[src/rtl/mult_v2_if.sv]
// Pixel/coefficient bus of the mult_v2 scaler: the master drives pixels, syncs and
// coefficient writes; the slave returns scaled pixels, delayed syncs and saturation stats.
interface mult_v2_if #(
  parameter int CH_COUNT      = 3,
  parameter int PIXEL_WIDTH   = 8,
  parameter int COE_WIDTH     = 16,
  parameter int SAT_CNT_WIDTH = 24
);
  logic [COE_WIDTH*CH_COUNT-1:0]   coe_i;
  logic                            coe_wr_i;
  logic                            coe_pend_o;
  logic [PIXEL_WIDTH*CH_COUNT-1:0] di_i;
  logic                            de_i;
  logic                            hs_i;
  logic                            vs_i;
  logic [PIXEL_WIDTH*CH_COUNT-1:0] do_o;
  logic                            de_o;
  logic                            hs_o;
  logic                            vs_o;
  logic [SAT_CNT_WIDTH-1:0]        sat_cnt_o;
  logic                            sat_cnt_vld_o;

  modport master (
    output coe_i, coe_wr_i, di_i, de_i, hs_i, vs_i,
    input  coe_pend_o, do_o, de_o, hs_o, vs_o, sat_cnt_o, sat_cnt_vld_o
  );

  modport slave (
    input  coe_i, coe_wr_i, di_i, de_i, hs_i, vs_i,
    output coe_pend_o, do_o, de_o, hs_o, vs_o, sat_cnt_o, sat_cnt_vld_o
  );
endinterface

[src/rtl/mult_v2.sv]
// mult_v2: per-channel fixed-point pixel scaler (multiply, round, saturate) with
// frame-synchronous coefficient banks. Define MULT_V2_SAT_CNT_EN for the saturation counter.
module mult_v2 #(
  parameter int CH_COUNT           = 3,
  parameter int PIXEL_WIDTH        = 8,
  parameter int COE_WIDTH          = 16,
  parameter int COE_FRACTION_WIDTH = 10,
  parameter int SAT_CNT_WIDTH      = 24
) (
  input logic      clk,
  input logic      rst_n,
  mult_v2_if.slave bus
);
  localparam int PROD_W  = PIXEL_WIDTH + COE_WIDTH;
  localparam int PROD_W1 = PROD_W + 1;
  localparam int RND_W   = PROD_W1 - COE_FRACTION_WIDTH;
  localparam logic [COE_WIDTH-1:0] UNITY = COE_WIDTH'(1) << COE_FRACTION_WIDTH;
  localparam logic [PROD_W:0]      HALF  = PROD_W1'(1) << (COE_FRACTION_WIDTH - 1);

  logic                          vs_prev_q;
  logic                          frame_start;
  logic [COE_WIDTH*CH_COUNT-1:0] coe_act_q, coe_act_d;
  logic [COE_WIDTH*CH_COUNT-1:0] coe_shd_q, coe_shd_d;
  logic                          coe_pend_q, coe_pend_d;
  logic [2:0]                    de_pipe_q, de_pipe_d;
  logic [2:0]                    hs_pipe_q, hs_pipe_d;
  logic [2:0]                    vs_pipe_q, vs_pipe_d;
  logic [CH_COUNT-1:0]           sat_vec;

  // vs_prev resets high so a reset released mid-frame never looks like a frame start
  assign frame_start = bus.vs_i & ~vs_prev_q;

  always_comb begin
    coe_act_d  = coe_act_q;
    coe_shd_d  = coe_shd_q;
    coe_pend_d = coe_pend_q;
    if (bus.coe_wr_i && frame_start) begin
      coe_act_d  = bus.coe_i;
      coe_shd_d  = bus.coe_i;
      coe_pend_d = 1'b0;
    end else begin
      if (frame_start && coe_pend_q) begin
        coe_act_d  = coe_shd_q;
        coe_pend_d = 1'b0;
      end
      if (bus.coe_wr_i) begin
        coe_shd_d  = bus.coe_i;
        coe_pend_d = 1'b1;
      end
    end
  end

  always_comb begin
    de_pipe_d = {de_pipe_q[1:0], bus.de_i};
    hs_pipe_d = {hs_pipe_q[1:0], bus.hs_i};
    vs_pipe_d = {vs_pipe_q[1:0], bus.vs_i};
  end

  always_ff @(posedge clk or negedge rst_n) begin
    if (!rst_n) begin
      vs_prev_q  <= 1'b1;
      coe_act_q  <= {CH_COUNT{UNITY}};
      coe_shd_q  <= {CH_COUNT{UNITY}};
      coe_pend_q <= 1'b0;
      de_pipe_q  <= '0;
      hs_pipe_q  <= '0;
      vs_pipe_q  <= '0;
    end else begin
      vs_prev_q  <= bus.vs_i;
      coe_act_q  <= coe_act_d;
      coe_shd_q  <= coe_shd_d;
      coe_pend_q <= coe_pend_d;
      de_pipe_q  <= de_pipe_d;
      hs_pipe_q  <= hs_pipe_d;
      vs_pipe_q  <= vs_pipe_d;
    end
  end

  assign bus.coe_pend_o = coe_pend_q;
  assign bus.de_o       = de_pipe_q[2];
  assign bus.hs_o       = hs_pipe_q[2];
  assign bus.vs_o       = vs_pipe_q[2];

  for (genvar gi = 0; gi < CH_COUNT; gi++) begin : g_ch
    logic [PROD_W-1:0]      prod_q, prod_d;
    logic [RND_W-1:0]       rnd_q, rnd_d;
    logic [PIXEL_WIDTH-1:0] do_q, do_d;

    // rnd keeps only the integer part; anything above PIXEL_WIDTH means overflow
    assign sat_vec[gi] = |rnd_q[RND_W-1:PIXEL_WIDTH];

    always_comb begin
      prod_d = PROD_W'(bus.di_i[PIXEL_WIDTH*gi +: PIXEL_WIDTH])
             * PROD_W'(coe_act_q[COE_WIDTH*gi +: COE_WIDTH]);
      rnd_d  = RND_W'(({1'b0, prod_q} + HALF) >> COE_FRACTION_WIDTH);
      do_d   = sat_vec[gi] ? '1 : rnd_q[PIXEL_WIDTH-1:0];
    end

    always_ff @(posedge clk or negedge rst_n) begin
      if (!rst_n) begin
        prod_q <= '0;
        rnd_q  <= '0;
        do_q   <= '0;
      end else begin
        prod_q <= prod_d;
        rnd_q  <= rnd_d;
        do_q   <= do_d;
      end
    end

    assign bus.do_o[PIXEL_WIDTH*gi +: PIXEL_WIDTH] = do_q;
  end

`ifdef MULT_V2_SAT_CNT_EN
  logic [1:0]               fs_pipe_q, fs_pipe_d;
  logic [SAT_CNT_WIDTH-1:0] cnt_q, cnt_d;
  logic [SAT_CNT_WIDTH-1:0] sat_cnt_q, sat_cnt_d;
  logic                     sat_vld_q, sat_vld_d;
  logic                     sat_inc;
  logic [SAT_CNT_WIDTH-1:0] cnt_inc;

  // The frame-start flag travels with the pixel, so it marks the vs_o rise exactly
  // and never fires for a vs_o rise that follows a reset.
  always_comb begin
    fs_pipe_d = {fs_pipe_q[0], frame_start};
    sat_inc   = de_pipe_q[1] & (|sat_vec);
    cnt_inc   = (sat_inc && (cnt_q != '1)) ? cnt_q + SAT_CNT_WIDTH'(1) : cnt_q;
    cnt_d     = cnt_inc;
    sat_cnt_d = sat_cnt_q;
    sat_vld_d = 1'b0;
    if (fs_pipe_q[1]) begin
      sat_cnt_d = cnt_inc;
      cnt_d     = '0;
      sat_vld_d = 1'b1;
    end
  end

  always_ff @(posedge clk or negedge rst_n) begin
    if (!rst_n) begin
      fs_pipe_q <= '0;
      cnt_q     <= '0;
      sat_cnt_q <= '0;
      sat_vld_q <= 1'b0;
    end else begin
      fs_pipe_q <= fs_pipe_d;
      cnt_q     <= cnt_d;
      sat_cnt_q <= sat_cnt_d;
      sat_vld_q <= sat_vld_d;
    end
  end

  assign bus.sat_cnt_o     = sat_cnt_q;
  assign bus.sat_cnt_vld_o = sat_vld_q;
`else
  assign bus.sat_cnt_o     = '0;
  assign bus.sat_cnt_vld_o = 1'b0;
`endif
endmodule

[src/flat_wrapper.sv]
// flat-port wrapper written by rule: the top's interface ports become plain ports
module mult_v2_flat 
#(
  parameter int CH_COUNT           = 3,
  parameter int PIXEL_WIDTH        = 8,
  parameter int COE_WIDTH          = 16,
  parameter int COE_FRACTION_WIDTH = 10,
  parameter int SAT_CNT_WIDTH      = 24
)
  (clk, rst_n, bus_coe_i, bus_coe_wr_i, bus_di_i, bus_de_i, bus_hs_i, bus_vs_i, bus_coe_pend_o, bus_do_o, bus_de_o, bus_hs_o, bus_vs_o, bus_sat_cnt_o, bus_sat_cnt_vld_o);
  mult_v2_if #(.CH_COUNT(CH_COUNT), .PIXEL_WIDTH(PIXEL_WIDTH), .COE_WIDTH(COE_WIDTH), .SAT_CNT_WIDTH(SAT_CNT_WIDTH)) bus_i ();
  input logic clk;
  input logic rst_n;
  input wire logic [$bits(bus_i.coe_i)-1:0] bus_coe_i;
  input wire logic [$bits(bus_i.coe_wr_i)-1:0] bus_coe_wr_i;
  input wire logic [$bits(bus_i.di_i)-1:0] bus_di_i;
  input wire logic [$bits(bus_i.de_i)-1:0] bus_de_i;
  input wire logic [$bits(bus_i.hs_i)-1:0] bus_hs_i;
  input wire logic [$bits(bus_i.vs_i)-1:0] bus_vs_i;
  output wire logic [$bits(bus_i.coe_pend_o)-1:0] bus_coe_pend_o;
  output wire logic [$bits(bus_i.do_o)-1:0] bus_do_o;
  output wire logic [$bits(bus_i.de_o)-1:0] bus_de_o;
  output wire logic [$bits(bus_i.hs_o)-1:0] bus_hs_o;
  output wire logic [$bits(bus_i.vs_o)-1:0] bus_vs_o;
  output wire logic [$bits(bus_i.sat_cnt_o)-1:0] bus_sat_cnt_o;
  output wire logic [$bits(bus_i.sat_cnt_vld_o)-1:0] bus_sat_cnt_vld_o;
  assign bus_i.coe_i = bus_coe_i;
  assign bus_i.coe_wr_i = bus_coe_wr_i;
  assign bus_i.di_i = bus_di_i;
  assign bus_i.de_i = bus_de_i;
  assign bus_i.hs_i = bus_hs_i;
  assign bus_i.vs_i = bus_vs_i;
  assign bus_coe_pend_o = bus_i.coe_pend_o;
  assign bus_do_o = bus_i.do_o;
  assign bus_de_o = bus_i.de_o;
  assign bus_hs_o = bus_i.hs_o;
  assign bus_vs_o = bus_i.vs_o;
  assign bus_sat_cnt_o = bus_i.sat_cnt_o;
  assign bus_sat_cnt_vld_o = bus_i.sat_cnt_vld_o;
  mult_v2 #(.CH_COUNT(CH_COUNT), .PIXEL_WIDTH(PIXEL_WIDTH), .COE_WIDTH(COE_WIDTH), .COE_FRACTION_WIDTH(COE_FRACTION_WIDTH), .SAT_CNT_WIDTH(SAT_CNT_WIDTH)) u_core (.clk(clk), .rst_n(rst_n), .bus(bus_i));
endmodule
[config.mk]
export PLATFORM = sky130hd
export DESIGN_NAME = mult_v2_flat
export DESIGN_NICKNAME = d
export VERILOG_FILES = /design/src/rtl/mult_v2_if.sv /design/src/rtl/mult_v2.sv /design/src/flat_wrapper.sv
export SDC_FILE = /design/constraint.sdc
export NUM_CORES = 1
export LEC_CHECK = 0
export CAP_MARGIN = 20
export CORE_MARGIN = 2
export CORE_UTILIZATION = 50
export CTS_CLUSTER_SIZE = 20
export DETAILED_ROUTE_END_ITERATION = 8
export PLACE_DENSITY = 0.69
export SLEW_MARGIN = 5
export SYNTH_ARGS = -nofsm -noshare
export SYNTH_HDL_FRONTEND = slang
export SYNTH_SLANG_ARGS = --single-unit
export TNS_END_PERCENT = 10
[constraint.sdc]
create_clock -name clk -period 10.6 [get_ports clk]
set_clock_uncertainty 0.1 [all_clocks]
set_input_delay 2.65 -clock clk [delete_from_list [all_inputs] [get_ports clk]]
set_output_delay 2.65 -clock clk [all_outputs]
set_load 0.05 [all_outputs]
==> impl_metrics.yaml, run 1 <==
cts:
  cts_tree: "built"
  cts_root_buf: "clkbuf_16"
  post_cts_resized: 0
  cts_sinks: 221
  clkLatencyLatePin_ps: 550
  htree_levels: 1
  path_clk_slew_ps: 60
  cts_hold_buf: 0
  cts_buffer_depth: 3
  cts_buffers: 25
  postCtsSetupBuffers: 0
synthesis:
  muxShareOfSynthArea: 0.0569
  syn_area_um2: 19000
  ys_seq_area_frac: 0.291
  ys.flop_type: "dfrtp_1"
  synth_top_family_by_area: "adder cells"
  yosys.area.top_type_share: 0.282
  ys_top_cells_by_area: "dfrtp_1 28%, fa_1 26%, and2_1 10%"
  synth_area_per_cell_um2: 10.8
  synthSimpleGateAreaFrac: 0.163
  synth-edff-count: 0
  yosysWarnings: 0
  synth_xor_xnor_area_share: 0.0350
  postSynthCellCount: 1753
  yosys_register_bits: 221
  ys_async_sr_fraction: 1.00
  synth_compound_area_frac: 0.0356
  yosysUniqueCellTypes: 58
  yosysTopAreaCell: "dfrtp_1"
  synthAdderAreaFrac: 0.345
drt:
  met2RoutedLength_um: 18500
  vias: 12138
  wire_per_inst_um: 15.7
  top_layer: "met5"
  drc: 0
  route.antenna.remaining_nets: 0
  drt-vias-per-instance: 5.09
  wl_met1_um: 16200
  drt_iter0_markers: 457
  wl_met3_um: 1760
  first_pass_iters: 4
  routed_wl_um: 37300
timing:
  fin_crit_sh: 0.714
  timing.hold.ws_ps: 248
  tns_ps: 0
  final_max_slew_viol_count: 0
  relSlewSlack: 0.443
  tightest_slew_ps: 835
  rsz0062_at_grt: "false"
  setup_viol: 0
  fmax_mhz: 132
  hold_viol: 0
  period_needed_ps: 7570
setup_path:
  crit_fanout: 16
  critical_path_class: "input port to flop"
  slowest_stage: "clkdlybuf4s50_1"
  cp_common_cell: "fa_1"
  critPathTopFamily: "adder cells"
  cp_cell_sequence: "clkdlybuf4s50_1 > and2_1 > fa_1 > fa_1 > fa_1 > inv_1 > fa_1 > inv_1 > ha_1 > and3_4 > a221oi_2 > o311ai_1 > a21o_1 > a41o_1 > a221o_1 > a21oi_2 > xnor2_1"
  required_ps: 10960
  crit_arrival_ps: 7930
  cpPeakStageDelay_ps: 890
  setup.worst_path.start_class: "input port"
  end_kind: "flop"
  path_buf_inv: 3
floorplan:
  io_pins: 131
  dieHeight_um: 199
  core_area_um2: 37600
  rows: 71
  start_util: 0.506
  die_w_um: 199
  dieArea_um2: 39600
outcome:
  status: "finished clean"
final_layout:
  drive_above_1_share: 0.101
  num_antenna_cells: 0
  nets: 2307
  syn2layout_area_growth_pct: 12.4
  layout_common_cells: "311 x and2_1, 285 x inv_1, 249 x fa_1"
  layout_commonest_cell: "and2_1"
global_route:
  grt_remaining_overflow: 0
  grt_pass1_vias: 13249
  grt_usage: 0.207
  antenna_found_initial: 3
  grt_max_degree: 105
  grt_pass1_wl_um: 65400
place:
  port_buffers: 105
  gp_congestion: 0.817
  dp_hpwl_um: 28500
hold_path:
  holdCritPathClass: "flop to flop"
flow_run:
  maxCapViolCount: 0
==> registers in the layout (all words and copies together), names as in the netlist <==
name and count:
u_core.g_ch.do_q 24, u_core.g_ch.prod_q 45, u_core.vs_pipe_q 3, u_core.de_pipe_q 3
u_core.hs_pipe_q 3, u_core.vs_prev_q 1, u_core.bus.coe_pend_o 1, u_core.g_ch.rnd_q 45
u_core.coe_shd_q 48, u_core.coe_act_q 48
==> per-layer routing <==
layer / up-vias / GRT usage
met4: 6 / 0.0547
met5: - / 0
li1: 5610 / -
met3: 56 / 0.0327
met2: 244 / 0.362
met1: 6222 / 0.270
==> cell families after synthesis <==
group,count (synthesis)
multiplexers,96
XOR/XNOR,76
flip-flops,221
other,1
adder cells (fa/ha/maj),375
AO/OA/AOI/OAI,98
AND/OR/NAND/NOR,542
buffers and inverters,344
==> per-stage QoR <==
step / instance area [µm²] / setup slack, ps / util / cells
after floorplan: 19100 / 3480 / - / 1777
after global placement: 20500 / 2580 / 0.546 / 2338
after detailed placement: 20500 / 2510 / 0.546 / 2338
after CTS: 21400 / 3100 / 0.568 / 2383
after global routing: 21400 / 2810 / 0.568 / 2383
final: 21400 / 3030 / 0.568 / 2383
==> cell usage after synthesis, types with 3 or more instances <==
master	number
a21oi_1	27
mux2_2	96
xnor2_1	49
or2_2	24
o21a_1	7
and2_1	311
nor3_1	10
nor4_1	4
a21o_1	18
o21ai_0	8
buf_1	5
dfrtp_1	214
clkbuf_1	29
or3_1	7
nor2_1	31
o21bai_1	5
nand3_1	29
nand2_1	85
buf_4	25
xor2_1	27
fa_1	249
nor2b_1	5
inv_1	285
o21ai_1	6
nand4b_1	3
dfstp_2	7
and3_1	13
a211oi_1	3
ha_1	126
nand4_1	10
==> cell type report <==
cell class                 count  area (µm²)
timing repair buffer         109        1080
multi-input combinational   1212       12200
tap                          511         639
inverter                     285        1070
clock buffer                  31         688
clock inverter                14         161
sequential                   221        5540
fill                        3244       16200
==> final timing paths <==
kind / startpoint / to / slack [ps] / cells past startpoint
worst max-delay path: bus_di_i[12] / u_core.g_ch[1].prod_q[23]$_DFF_PN0_ / 3030 / 17
worst min register to register: u_core.de_pipe_q[0]$_DFF_PN0_ / u_core.de_pipe_q[1]$_DFF_PN0_ / 250 / 0
min in group asynchronous: rst_n / u_core.g_ch[0].do_q[7]$_DFF_PN0_ / 1980 / 1
max in group asynchronous: rst_n / u_core.g_ch[1].rnd_q[0]$_DFF_PN0_ / 7080 / 2
worst max register to register: u_core.coe_act_q[20]$_DFFE_PN0P_ / u_core.g_ch[1].prod_q[23]$_DFF_PN0_ / 5470 / 16
worst min-delay path: u_core.de_pipe_q[0]$_DFF_PN0_ / u_core.de_pipe_q[1]$_DFF_PN0_ / 250 / 0
Power of run 1 is left out: the tool's default activity adds up to more than one toggle a clock period on the data nets, which glitch-free logic cannot reach.
==> run 2: changes to the inputs <==
==> constraint.sdc (replaced) <==
create_clock -name clk -period 7 [get_ports clk]
set_clock_uncertainty 0.1 [all_clocks]
set_input_delay 1.75 -clock clk [delete_from_list [all_inputs] [get_ports clk]]
set_output_delay 1.75 -clock clk [all_outputs]
set_load 0.05 [all_outputs]
==> impl_metrics.yaml, run 2 (synthesis gave the netlist of run 1 again) <==
outcome:
  status: "finished clean"
cts:
  htree_levels: 1
  clkLatencyLatePin_ps: 530
  cts_hold_buf: 0
  postCtsSetupBuffers: 0
  cts_buffer_depth: 3
  cts_sinks: 221
  cts_buffers: 25
  path_clk_slew_ps: 60
  cts_tree: "built"
  cts_root_buf: "clkbuf_16"
  post_cts_resized: 0
final_layout:
  fillers: 3221
  layout_commonest_cell: "and2_1"
  top_regs: "u_core.coe_act_q: 48 flops, u_core.coe_shd_q: 48 flops"
  fin_util: 0.571
  drive_above_1_share: 0.108
  num_antenna_cells: 0
  final_area_um2: 21500
  nets: 2328
  layout_common_cells: "311 x and2_1, 285 x inv_1, 249 x fa_1"
  syn2layout_area_growth_pct: 12.9
setup_path:
  crit_start: "bus_di_i[2]"
  r2r_start: "u_core.coe_act_q[23]$_DFFE_PN0P_"
  crit_arrival_ps: 6700
  cp_cell_sequence: "clkdlybuf4s50_1 > and2_1 > fa_1 > fa_1 > fa_1 > fa_1 > ha_1 > a21o_1 > a21o_1 > a221oi_2 > nor4b_2 > a21bo_1 > a21oi_1 > o21ai_1 > xnor2_1"
  required_ps: 7310
  r2r_cells: 16
  slowest_stage: "clkdlybuf4s50_1"
  setup.worst_path.start_class: "input port"
  rr_endpoint: "u_core.g_ch[1].prod_q[23]$_DFF_PN0_"
  r2r_slack_ps: 1910
  critical_path.endpoint: "u_core.g_ch[0].prod_q[23]$_DFF_PN0_"
  cpPeakStageDelay_ps: 680
  critical_path_class: "input port to flop"
  crit_fanout: 16
  end_kind: "flop"
  cp_common_cell: "fa_1"
timing:
  fmax_mhz: 157
  fin_crit_sh: 0.912
  period_needed_ps: 6390
  tns_ps: 0
  rsz0062_at_grt: "false"
  relSlewSlack: 0.444
  final_max_slew_viol_count: 0
  tightest_slew_ps: 834
  hold_viol: 0
  setup_viol: 0
drt:
  route.antenna.remaining_nets: 0
  first_pass_iters: 5
  drt-vias-per-instance: 5.02
  routed_wl_um: 37700
  vias: 12063
  drc: 0
  drt_iter0_markers: 414
  wire_per_inst_um: 15.7
floorplan:
  rows: 71
  start_util: 0.506
  core_area_um2: 37600
  die_w_um: 199
  io_pins: 131
  dieHeight_um: 199
  dieArea_um2: 39600
place:
  place_area_um2: 20700
  dp_hpwl_um: 29400
  gp_congestion: 0.852
  port_buffers: 105
global_route:
  grt_usage: 0.208
  grt_remaining_overflow: 0
  grt_max_degree: 94
  grt_pass1_wl_um: 65700
  grt_pass1_vias: 13394
  antenna_found_initial: 1
hold_path:
  holdCritPathClass: "flop to flop"
flow_run:
  maxCapViolCount: 0
-- run 2: per-layer routing --
metal	vias to the layer above	global-route usage	wire length, µm
li1	5650	-	-
met1	6144	0.276	16900
met2	214	0.365	18400
met3	53	0.0292	1540
met4	2	0.0453	758
met5	-	0	13
-- run 2: area by class of cell --
cell class | count | area (µm²) | area share
multi-input combinational | 1212 | 12200 | 0.567
sequential | 221 | 5540 | 0.258
timing repair buffer | 130 | 1240 | 0.0577
inverter | 285 | 1070 | 0.0498
clock buffer | 38 | 714 | 0.0333
tap | 511 | 639 | 0.0298
clock inverter | 8 | 86.3 | 0.00402
-- run 2: how the worst min path moves through the flow --
stage                                        startpoint  slack, ps  depth (start not counted)                            end
after global placement    u_core.vs_pipe_q[0]$_DFF_PN0_        230                          0  u_core.vs_pipe_q[1]$_DFF_PN0_
final                     u_core.vs_pipe_q[1]$_DFF_PN0_        250                          0  u_core.vs_pipe_q[2]$_DFF_PN0_
after detailed placement  u_core.vs_pipe_q[1]$_DFF_PN0_        230                          0  u_core.vs_pipe_q[2]$_DFF_PN0_
after floorplan           u_core.de_pipe_q[0]$_DFF_PN0_        230                          0  u_core.de_pipe_q[1]$_DFF_PN0_
after global routing      u_core.vs_pipe_q[1]$_DFF_PN0_        250                          0  u_core.vs_pipe_q[2]$_DFF_PN0_
after CTS                 u_core.vs_pipe_q[1]$_DFF_PN0_        250                          0  u_core.vs_pipe_q[2]$_DFF_PN0_
-- run 2: critical path, delay by kind of cell --
family                     cells  cell delay [ps]
buffers and inverters          1              680
and+or+nand+nor                2              450
adders and majority gates      5             2310
AOI/OAI and AO/OA              6             1370
xor gates and xnor gates       1              130
-- run 2: stage by stage --
| stage | worst slack, ps | hold slack [ps] | std cells |
|---|---|---|---|
| 4_1_cts | 636 | 248 | 2405 |
| 6_report | 615 | 247 | 2405 |
| 2_1_floorplan | 783 | 231 | 1777 |
| 3_5_place_dp | 79.5 | 235 | 2359 |
| 3_3_place_gp | 135 | 233 | 2359 |
| 5_1_grt | 361 | 254 | 2405 |
Power of run 2 is left out for the same reason.
